[src/rtl/pll_clkdiv_gen.sv]
// Post-PLL clock generator: NUM_CH programmable dividers with phase strobes,
// lock-gated staggered reset release and a glitch-free valid/ready reconfiguration port.
module pll_clkdiv_gen #(
    parameter int NUM_CH      = 4,
    parameter int DIV_W       = 8,
    parameter int DEF_DIV     = 1,
    parameter int LOCK_CYCLES = 16,
    parameter int RST_STAGGER = 4,
    parameter int CH_W        = (NUM_CH > 1) ? $clog2(NUM_CH) : 1
) (
    input  logic              refclk,
    input  logic              reset,
    input  logic              cfg_valid,
    output logic              cfg_ready,
    input  logic [CH_W-1:0]   cfg_ch,
    input  logic [DIV_W-1:0]  cfg_div,
    input  logic [DIV_W-1:0]  cfg_phase,
    input  logic              cfg_en,
    output logic [NUM_CH-1:0] clk_out,
    output logic [NUM_CH-1:0] clk_en,
    output logic [NUM_CH-1:0] rst_out,
    output logic              extlock
);

    localparam int SCW = $clog2(LOCK_CYCLES + 1);
    localparam int GCW = $clog2(RST_STAGGER + 1);
    localparam int unsigned NCH = NUM_CH;

    typedef enum logic [1:0] {ST_RESET, ST_SETTLE, ST_RELEASE, ST_RUN} state_t;

    state_t             state;
    logic [SCW-1:0]     settle_cnt;
    logic [GCW-1:0]     stg_cnt;
    logic [CH_W-1:0]    rel_idx;

    logic               pend;
    logic [CH_W-1:0]    pend_ch;
    logic [DIV_W-1:0]   pend_div;
    logic [DIV_W-1:0]   pend_phase;
    logic               pend_en;

    logic [DIV_W-1:0]   cnt     [NUM_CH];
    logic [DIV_W-1:0]   div     [NUM_CH];
    logic [DIV_W-1:0]   phase   [NUM_CH];
    logic [NUM_CH-1:0]  en;

    logic [DIV_W-1:0]   cnt_n   [NUM_CH];
    logic [DIV_W-1:0]   div_n   [NUM_CH];
    logic [DIV_W-1:0]   phase_n [NUM_CH];
    logic [NUM_CH-1:0]  en_n;
    logic [NUM_CH-1:0]  clk_out_n;
    logic [NUM_CH-1:0]  clk_en_n;

    logic               accept;
    logic               in_range;
    logic               commit;
    logic [CH_W:0]      first_hit;
    logic [CH_W:0]      next_hit;

    // Lowest enabled channel index >= start, returned as {found, index}.
    function automatic logic [CH_W:0] find_en(input logic [NUM_CH-1:0] mask,
                                              input int unsigned start);
        logic            found;
        logic [CH_W-1:0] idx;
        found = 1'b0;
        idx   = '0;
        for (int unsigned i = 0; i < NCH; i++) begin
            if (!found && mask[i] && i >= start) begin
                found = 1'b1;
                idx   = CH_W'(i);
            end
        end
        return {found, idx};
    endfunction

    assign accept    = cfg_valid && cfg_ready;
    assign in_range  = 32'(cfg_ch) < NCH;
    // The target swaps settings only at the end of its current period, so no runt pulse.
    assign commit    = pend && (cnt[pend_ch] == div[pend_ch] || !en[pend_ch] || div[pend_ch] == '0);
    assign first_hit = find_en(en, 0);
    assign next_hit  = find_en(en, 32'(rel_idx) + 1);

    always_comb begin : ch_next
        logic             tgt;
        logic [DIV_W-1:0] ph_eff;
        tgt    = 1'b0;
        ph_eff = '0;
        for (int unsigned i = 0; i < NCH; i++) begin
            tgt        = commit && (pend_ch == CH_W'(i));
            div_n[i]   = tgt ? pend_div   : div[i];
            phase_n[i] = tgt ? pend_phase : phase[i];
            en_n[i]    = tgt ? pend_en    : en[i];
            if (!en_n[i] || tgt || cnt[i] >= div[i])
                cnt_n[i] = '0;
            else
                cnt_n[i] = cnt[i] + 1'b1;
            ph_eff       = (phase_n[i] < div_n[i]) ? phase_n[i] : div_n[i];
            clk_out_n[i] = en_n[i] && (cnt_n[i] <= (div_n[i] >> 1));
            clk_en_n[i]  = en_n[i] && (cnt_n[i] == ph_eff);
        end
    end

    always_ff @(posedge refclk) begin
        if (reset) begin
            for (int unsigned i = 0; i < NCH; i++) begin
                cnt[i]   <= '0;
                div[i]   <= DIV_W'(DEF_DIV);
                phase[i] <= '0;
            end
            en      <= '1;
            clk_out <= '0;
            clk_en  <= '0;
        end else begin
            cnt     <= cnt_n;
            div     <= div_n;
            phase   <= phase_n;
            en      <= en_n;
            clk_out <= clk_out_n;
            clk_en  <= clk_en_n;
        end
    end

    always_ff @(posedge refclk) begin
        if (reset) begin
            state      <= ST_RESET;
            settle_cnt <= '0;
            stg_cnt    <= '0;
            rel_idx    <= '0;
            extlock    <= 1'b0;
            rst_out    <= '1;
            cfg_ready  <= 1'b0;
            pend       <= 1'b0;
            pend_ch    <= '0;
            pend_div   <= '0;
            pend_phase <= '0;
            pend_en    <= 1'b0;
        end else begin
            // Sequencing freezes while an update is pending; the commit restarts it from SETTLE.
            case (state)
                ST_RESET: begin
                    state      <= ST_SETTLE;
                    settle_cnt <= '0;
                end
                ST_SETTLE: if (!pend) begin
                    if (settle_cnt == SCW'(LOCK_CYCLES - 1)) begin
                        extlock <= 1'b1;
                        if (first_hit[CH_W]) begin
                            rst_out[first_hit[CH_W-1:0]] <= 1'b0;
                            rel_idx <= first_hit[CH_W-1:0];
                            stg_cnt <= '0;
                            state   <= ST_RELEASE;
                        end else begin
                            state <= ST_RUN;
                        end
                    end else begin
                        settle_cnt <= settle_cnt + 1'b1;
                    end
                end
                ST_RELEASE: if (!pend) begin
                    if (!next_hit[CH_W]) begin
                        state <= ST_RUN;
                    end else if (stg_cnt == GCW'(RST_STAGGER - 1)) begin
                        rst_out[next_hit[CH_W-1:0]] <= 1'b0;
                        rel_idx <= next_hit[CH_W-1:0];
                        stg_cnt <= '0;
                    end else begin
                        stg_cnt <= stg_cnt + 1'b1;
                    end
                end
                default: ;
            endcase

            if (commit) begin
                pend       <= 1'b0;
                cfg_ready  <= 1'b1;
                state      <= ST_SETTLE;
                settle_cnt <= '0;
            end else if (accept) begin
                cfg_ready <= !in_range;
                if (in_range) begin
                    pend       <= 1'b1;
                    pend_ch    <= cfg_ch;
                    pend_div   <= cfg_div;
                    pend_phase <= cfg_phase;
                    pend_en    <= cfg_en;
                    extlock    <= 1'b0;
                    rst_out    <= '1;
                end
            end else begin
                cfg_ready <= !pend;
            end
        end
    end

endmodule

[config.mk]
export PLATFORM = sky130hd
export DESIGN_NAME = pll_clkdiv_gen
export DESIGN_NICKNAME = d
export VERILOG_FILES = /design/src/rtl/pll_clkdiv_gen.sv
export SDC_FILE = /design/constraint.sdc
export NUM_CORES = 1
export LEC_CHECK = 0
export ABC_AREA = 1
export CAP_MARGIN = 30
export CORE_UTILIZATION = 50
export CTS_CLUSTER_DIAMETER = 30
export DETAILED_ROUTE_END_ITERATION = 16
export PLACE_DENSITY = 0.67
export SYNTH_ARGS = -nofsm -noshare
export SYNTH_HDL_FRONTEND = slang
export SYNTH_SLANG_ARGS = --single-unit
[constraint.sdc]
create_clock -name refclk -period 10.3 [get_ports refclk]
set_input_delay 2.06 -clock refclk [delete_from_list [all_inputs] [get_ports refclk]]
set_output_delay 2.06 -clock refclk [all_outputs]
set_load 0.03 [all_outputs]
* Word level (Yosys, flattened, before mapping)
Cells that the tools add are included.
** Storage, ports and cells
- Flip-flop bits (word level) :: 146
- Latch bits :: 0
- Memory bits (writable) :: 0
- Memory bits (read-only) :: 0
- Input port bits :: 22
- Output and inout bits :: 14
- Logic and storage cells :: 235
- Memories :: 0
** Cells by class
- Add/subtract/negate cells :: 7
- Multipliers :: 0
- Div/mod/pow operators :: 0
- $lt $le $gt $ge :: 22
- Equality and inequality tests :: 24
- Shifts and indexed selects :: 0
- Muxes and demuxes :: 86
- Bitwise gates (word level) :: 6
- Reduce and logical (&&, ||, !) cells :: 62
** Operators with widths (count)
- $mux 8 :: 20
- $eq 8x8->1 :: 5
- $add 8x1->8 const B :: 4
- $bmux 8 s2 :: 2
- $ge 8x8->1 :: 4
- $le 8x7->1 :: 4
- $lt 8x8->1 :: 4
- $mux 4 :: 8
- $mux 2 :: 14
- $logic_and 1x1->1 :: 26
- $mux 1 :: 26
- $mux 3 :: 6
- $ne 2x2->1 const B :: 8
- $logic_not 1->1 :: 12
- $ne 3x3->1 const B :: 4
- $logic_or 1x1->1 :: 10
- $mux 5 :: 2
- $pmux 5 s2 :: 1
- $reduce_and 5->1 :: 2
- $lt 2x3->1 const B :: 3
- $and 4x4->4 :: 2
- $logic_not 8->1 :: 1
- $not 4->4 :: 2
- $pmux 4 s2 :: 1
- 27 further kinds :: 36

* Longest topological paths before layout
Gate-level depths: netlist of the first run.
- Depth in word-level cells :: 28
- Gate-level depth with buffers :: 35
- Mapped depth without buffers :: 31

* Worst setup path before layout of the first run
OpenSTA, ideal clock, no wires.
- Kind :: register -> register
- Start point :: reg pend_ch[1]
- End point :: reg clk_en[1]
- Library setup time :: 0.111 ns
- Arrival :: 3.938 ns
- Data required time :: 10.189 ns
- Setup slack :: 6.251 ns
- Cell stages (with the launch flop) :: 30
- Buffers on the path :: 5
- Period minus slack after synthesis :: 4.049 ns
- Cells stage by stage :: dfxtp_1 -> buf_4 -> buf_12 -> nand3_2 -> nand2_2 -> inv_2 -> nand2_1 -> nand2_1 -> nand2_1 -> nand2_1 -> nor2_1 -> nand2_1 -> nand2_4 -> nand3_4 -> buf_2 -> inv_1 -> buf_2 -> nand2_1 -> o21ai_0 -> inv_1 -> ha_1 -> nand2_1 -> nor2_1 -> a211oi_1 -> nand2_4 -> buf_6 -> o211ai_1 -> nand2_1 -> nand3_1 -> nor2_1
** RTL lines
- from (decl) :: RTL line 37 : logic [CH_W-1:0] pend_ch;
- from (signal assigned) :: RTL line 182 : pend_ch <= cfg_ch;
- to (signal assigned) :: RTL line 119 : clk_en <= clk_en_n;
- to (decl) :: RTL line 20 : output logic [NUM_CH-1:0] clk_en,

* Worst setup path after layout of the first run
- Start point :: reg pend_ch[0]
- End point :: reg clk_en[0]
** Between the ends
- Word-level cells in the longest chain between the ends :: 16
- Elaborated cells on any way between the ends :: 28
- Classes of those cells :: order compare (1); eq/ne (2); mux (13); bitwise (1); reduce/logical (11)
** Ends and longest elaborated chain
- $not 2->3 (not written as such) :: RTL line 79 : assign commit = pend && (cnt[pend_ch] == div[pend_ch] || !en[pend_ch] || div[pend_ch] == '0);
- $bmux 8 s2 :: RTL line 79
- $mux 8 (not written as such) (2 in series) :: RTL line 79
- $eq 8x8->1 :: RTL line 79
- $logic_or 1x1->1 (2 in series) :: RTL line 79
- $logic_and 1x1->1 :: RTL line 79
- $logic_and 1x1->1 (*) :: RTL line 89 : tgt = commit && (pend_ch == CH_W'(i));
- branches (longest 6 deep; another with $lt 8x8->1)
- $logic_and 1x1->1 (*) :: RTL line 99 : clk_en_n[i] = en_n[i] && (cnt_n[i] == ph_eff);
Every way passes the cells marked *. The select of a mux whose other input is x is not followed.
A chain may end at the register's enable or synchronous reset.

==> results of run 1 <==
-- worst reg2reg max path: cells and delay by family (launching register included) --
| kind | cells | cell delay [ns] |
|---|---|---|
| AOI/OAI and AO/OA | 4 | 1.14 |
| and+or+nand+nor | 19 | 2.29 |
| buffers and inverters | 4 | 1.49 |
| DFF | 1 | 0.30 |
| adders and majority gates | 1 | 0.34 |
-- registers in the layout, summed over array words and instances (netlist names), 2 cells and up --
name,cells
clk_en,4
clk_out,4
cnt,32
div,32
en,4
pend_ch,2
pend_div,8
pend_phase,8
phase,32
rel_idx,2
rst_out,4
settle_cnt,5
state,2
stg_cnt,3
-- cell usage after synthesis (4+ instances only) --
library cell	number
nor2_1	196
nand2_2	8
o211ai_1	9
nand2_1	475
buf_4	6
nand3_1	127
a21o_1	4
nand4_1	16
nor3_1	17
buf_6	10
a211oi_1	8
a21oi_1	67
xor2_1	7
o21ai_2	6
o21ai_1	22
buf_2	13
nand2_4	8
inv_1	229
ha_1	91
o21ai_0	96
nor4_1	5
inv_2	7
a21boi_0	4
clkbuf_1	22
dfxtp_1	146
nand3_2	4
o21bai_1	5
-- cell families after synthesis --
group           count (synthesis)  synth area share, %
compound gates                234                 12.7
xor+xnor                        9                0.761
fa+ha+maj                      91                 11.0
buf+inv                       292                 11.8
flops                         146                 28.2
simple gates                  869                 35.5
-- metal layers --
layer / share of wire [%] / GRT usage (%) / vias to the layer above / wire length, microns
met3: 6.9 / 5.89 / 41 / 2100
met1: 47 / 39.7 / 4657 / 14300
met5: 0 / 0 / - / 0
li1: - / - / 5260 / -
met2: 44 / 47.3 / 282 / 13500
met4: 1.6 / 7.89 / 0 / 497
-- report_power, final --
part           switching (uW)  internal (uW)
sequential               53.9            615
clock                     258            369
combinational             406            223
-- through the flow --
stage	total power, uW	setup slack [ns]	hold slack [ns]	util, %	cell area (sq um)
6_report	1920	4.70	0.458	56.0	11400
5_1_grt	2040	4.07	0.485	56.0	11400
3_5_place_dp	1300	4.82	0.452	53.1	10800
4_1_cts	1930	4.79	0.463	56.0	11400
2_1_floorplan	1150	6.25	0.433	-	10400
3_3_place_gp	1290	4.89	0.454	53.1	10800
-- area by class of cell --
cell class | count | area share (%)
multi-input combinational | 1203 | 54.6
sequential | 146 | 25.7
inverter | 239 | 7.90
tap | 270 | 2.97
clock buffer | 20 | 4.02
timing repair buffer | 43 | 3.59
clock inverter | 12 | 1.18
-- final timing paths --
check | from | endpoint | cells past startpoint
min | stg_cnt[2] | stg_cnt[2] | 2
min reg2reg | stg_cnt[2] | stg_cnt[2] | 2
max reg2reg | pend_ch[0] | clk_en[0] | 28
max | pend_ch[0] | clk_en[0] | 28
==> run_results.csv, run 1 <==
group,metric,value,unit
worst_setup_path,required,10.67,ns
synthesis,ys.flop_type,"dfxtp_1",
timing,slew_viol_final,0,
worst_setup_path,cp-end-kind,"flop",
timing,tns,0,ns
timing,final-hold-violation-count,0,
final_layout,layout_common_cells,"nand2_1, inv_1, nor2_1",
placement,globalplace.congestion,0.906,
final_layout,multi_input_area,6210,sq um
final_layout,fillCellCount,2062,
worst_setup_path,r2r_slack,4.70,ns
floorplanning,io_pins,36,
clock_tree,clock-sinks,146,
clock_tree,cts_tree,"yes",
clock_tree,insertion_delay,0.43,ns
detailed_routing,drcViolationCount,0,
placement,dp.cells,1901,
final_layout,stdcell_count,1933,
synthesis,synth_edf_count,0,
grt,grtUsageTotal,29.3,%
floorplanning,die_area,21300,sq um
timing,worst_slew_pin_slew,1.11,ns
floorplanning,fp.dieW,146,microns
grt,antenna_found_initial,0,
final_layout,diodes,0,
floorplanning,die_h,146,microns
timing,fin_crit,5.60,ns
worst_setup_path,worst-path-buf-inv,4,
worst_hold_path,holdCritPathClass,"flop to flop",
final_layout,drive_above_1_share,4.87,%
synthesis,synth_cell_types,47,
worst_setup_path,criticalPathCategory,"flop to flop",
clock_tree,cts_root_buf,"clkbuf_16",
grt,grt_max_degree,53,
synthesis,synthArstFlopShare,0,%
final_layout,syn_to_final_growth,9.73,%
clock_tree,postCtsHoldBufs,0,
power,irDropWorstVdd,0.121,mV
clock_tree,htreeDepth,4,
worst_setup_path,startpoint_type,"flop",
final_layout,final_common_cell,"nand2_1",
clock_tree,cts_setup_buffers,0,
worst_setup_path,crit_family,"simple AND/OR/NAND/NOR gates",
detailed_routing,num_vias,10200,
detailed_routing,antenna_left,0,
grt,grt_pass1_vias,9448,
timing,fmax,0.179,GHz
power,p_leak,0.00561,uW
detailed_routing,detail_route.wl_per_cell,15.7,microns
floorplanning,start_util,51.0,%
grt,grt_pass1_wl,49200,microns
detailed_routing,avgViaCountPerCell,5.30,
timing,rsz0062_at_grt,"no",
timing,finalSetupViolCount,0,
placement,portBuffers,35,
flow_run,drv_cap,0,
detailed_routing,drtPass1Iterations,5,
outcome,status,"finished, final reports clean",
synthesis,synth-seq-area-share,28.2,%
detailed_routing,drt_wl_total,30400,microns
worst_setup_path,critPathArrivalTime,5.97,ns
final_layout,finalNetCount,1763,
synthesis,syn_nets,1754,
worst_setup_path,cp_slowest_stage_delay,0.72,ns
worst_setup_path,crit_fanout,46,
clock_tree,cts-buffers-inserted,17,
synthesis,synth.top_cells.by_area,"dfxtp_1, nand2_1, ha_1, inv_1, nor2_1",
synthesis,netlist_area,10400,sq um
timing,slew_headroom,25.9,%
synthesis,synth_top_area_cell,"dfxtp_1",
clock_tree,cts.reportedPaths.clkPinSlew,0.06,ns
placement,place_hpwl,23300,microns
power,power.density,169,nW/um^2
floorplanning,core-area,20300,sq um
synthesis,yosys_register_bits,146,
synthesis,synth_top_area_share,28.2,%
clock_tree,cts-resized-gates,0,
synthesis,syn_area_per_cell,6.31,sq um
worst_setup_path,cp_common_cell,"nand2_1",
worst_setup_path,critPathSlowestCell,"a211oi_1",
timing,fin_crit_sh,54.4,%
synthesis,synth_cells,1641,
detailed_routing,drt_iter0_markers,825,
clock_tree,cts_buffer_depth,2,
timing,clock_skew,0.00995,ns
synthesis,yosys_warnings,0,
floorplanning,num_rows,52,
grt,grt_overflow,0,
final_layout,seqCellArea,2920,sq um
Note: power is estimated with default switching activity, not from simulation.
==> run 2, diff against run 1 <==
==> constraint.sdc (replaced) <==
create_clock -name refclk -period 5.33 [get_ports refclk]
set_input_delay 1.066 -clock refclk [delete_from_list [all_inputs] [get_ports refclk]]
set_output_delay 1.066 -clock refclk [all_outputs]
set_load 0.03 [all_outputs]
==> run 2 against run 1 <==
Clock skew increased by 0.0020 ns. Flip-flop and latch count unchanged. Final area increased by 0.91%. Largest cell class unchanged. Register-to-register slack got worse by 4.1 ns. Sequential power increased by 93%. Maximum frequency increased by 18%.
==> run_results.csv, run 2 (synthesis results as in run 1) <==
group,metric,value,unit
power,p_leak,0.00568,uW
worst_setup_path,r2r-start,"pend_ch[1]",
worst_setup_path,criticalPathCategory,"flop to flop",
final_layout,fillCellCount,2059,
flow_run,drv_cap,0,
detailed_routing,drtPass1Iterations,5,
clock_tree,cts-buffers-inserted,17,
detailed_routing,avgViaCountPerCell,5.30,
worst_setup_path,critPathSlowestCell,"inv_1",
final_layout,syn_to_final_growth,10.7,%
timing,final-hold-violation-count,0,
worst_hold_path,min_to,"rst_out[0]",
floorplanning,num_rows,52,
floorplanning,die_area,21300,sq um
grt,grt_max_degree,57,
outcome,status,"finished, final reports clean",
clock_tree,cts_root_buf,"clkbuf_16",
clock_tree,cts-resized-gates,0,
clock_tree,insertion_delay,0.43,ns
timing,fmax,0.210,GHz
worst_setup_path,required,5.71,ns
final_layout,seqCellArea,2920,sq um
detailed_routing,drt_wl_total,30800,microns
final_layout,diodes,0,
final_layout,drive_above_1_share,5.44,%
grt,grtUsageTotal,29.4,%
timing,slew_viol_final,0,
detailed_routing,drt_iter0_markers,820,
grt,grt_pass1_vias,9471,
clock_tree,cts_tree,"yes",
floorplanning,die_h,146,microns
grt,antenna_found_initial,0,
clock_tree,clock-sinks,146,
worst_setup_path,cp_common_cell,"nand2_1",
worst_hold_path,worstHoldStart,"rst_out[0]",
final_layout,layout_common_cells,"nand2_1, inv_1, nor2_1",
floorplanning,start_util,51.0,%
detailed_routing,drcViolationCount,0,
floorplanning,core-area,20300,sq um
worst_setup_path,cp_slowest_stage_delay,0.52,ns
final_layout,multi_input_area,6210,sq um
timing,rsz0062_at_grt,"no",
worst_setup_path,r2r_cells,30,
timing,tns,0,ns
worst_setup_path,startpoint_type,"flop",
final_layout,utilization,56.5,%
clock_tree,htreeDepth,4,
timing,slew_headroom,43.9,%
final_layout,final_common_cell,"nand2_1",
timing,worst_slew_pin_slew,0.840,ns
clock_tree,cts.reportedPaths.clkPinSlew,0.07,ns
power,power.density,332,nW/um^2
clock_tree,cts_buffer_depth,2,
final_layout,finalNetCount,1772,
worst_setup_path,crit_fanout,20,
placement,place_hpwl,23600,microns
grt,grt_pass1_wl,49000,microns
timing,fin_crit,4.75,ns
timing,fin_crit_sh,89.2,%
detailed_routing,antenna_left,0,
clock_tree,postCtsHoldBufs,0,
detailed_routing,num_vias,10300,
placement,portBuffers,35,
floorplanning,fp.dieW,146,microns
worst_setup_path,critPathArrivalTime,5.13,ns
clock_tree,cts_setup_buffers,0,
worst_setup_path,rr_endpoint,"clk_en[0]",
placement,globalplace.congestion,0.973,
worst_hold_path,holdPathStages,2,
detailed_routing,detail_route.wl_per_cell,15.9,microns
grt,grt_overflow,0,
final_layout,top_regs,"cnt x32, div x32, phase x32",
timing,finalSetupViolCount,0,
floorplanning,io_pins,36,
power,irDropWorstVdd,0.230,mV
worst_setup_path,r2r_slack,0.58,ns
timing,whs,0.463,ns
worst_setup_path,cp-end-kind,"flop",
worst_hold_path,holdCritPathClass,"flop to flop",
timing,clock_skew,0.0119,ns
run 2: layout make-up:
class / instances / area share [%]
well taps: 270 / 2.95
multi-input cells: 1203 / 54.1
repair buffers: 52 / 4.15
inverters: 239 / 7.82
clock buffers: 19 / 3.95
flip-flops and latches: 146 / 25.5
clock inverters: 13 / 1.52
run 2: where the power goes:
part | switching [uW] | leakage [uW] | internal (uW)
logic | 802 | 0.00420 | 438
clock network | 516 | 0.000297 | 769
registers | 100 | 0.00119 | 1190
run 2: stage by stage:
| stage | power (uW) | worst slack, ns | cells | cell area, sq um |
|---|---|---|---|---|
| detailed placement | 2530 | 0.684 | 1910 | 10800 |
| global placement | 2520 | 0.731 | 1910 | 10800 |
| finish | 3810 | 0.577 | 1942 | 11500 |
| CTS | 3810 | 0.666 | 1942 | 11500 |
| global route | 4030 | 0.129 | 1942 | 11500 |
| floorplan | 2220 | 1.28 | 1641 | 10400 |
run 2: metal layers:
metal | vias to the layer above | track usage, % | wire length [microns]
met5 | - | 0 | 0
li1 | 5283 | - | -
met4 | 0 | 8.53 | 600
met3 | 48 | 6.55 | 2290
met2 | 311 | 46.8 | 13600
met1 | 4649 | 39.6 | 14300
run 2: worst max-delay path by stage:
stage	start	endpoint
after CTS	pend_ch[1]	clk_en[0]
after detailed placement	pend_ch[1]	clk_en[0]
after global routing	pend_ch[1]	clk_en[1]
after global placement	pend_ch[1]	clk_en[1]
after floorplan	pend_ch[1]	clk_en[1]
final	pend_ch[1]	clk_en[0]
run 2: worst max-delay path: cells and delay by family (launching register included):
kind	cells	cell delay, ns
flops	1	0.30
fa+ha+maj	1	0.32
simple gates	21	2.55
compound gates	3	0.45
buf+inv	5	1.07
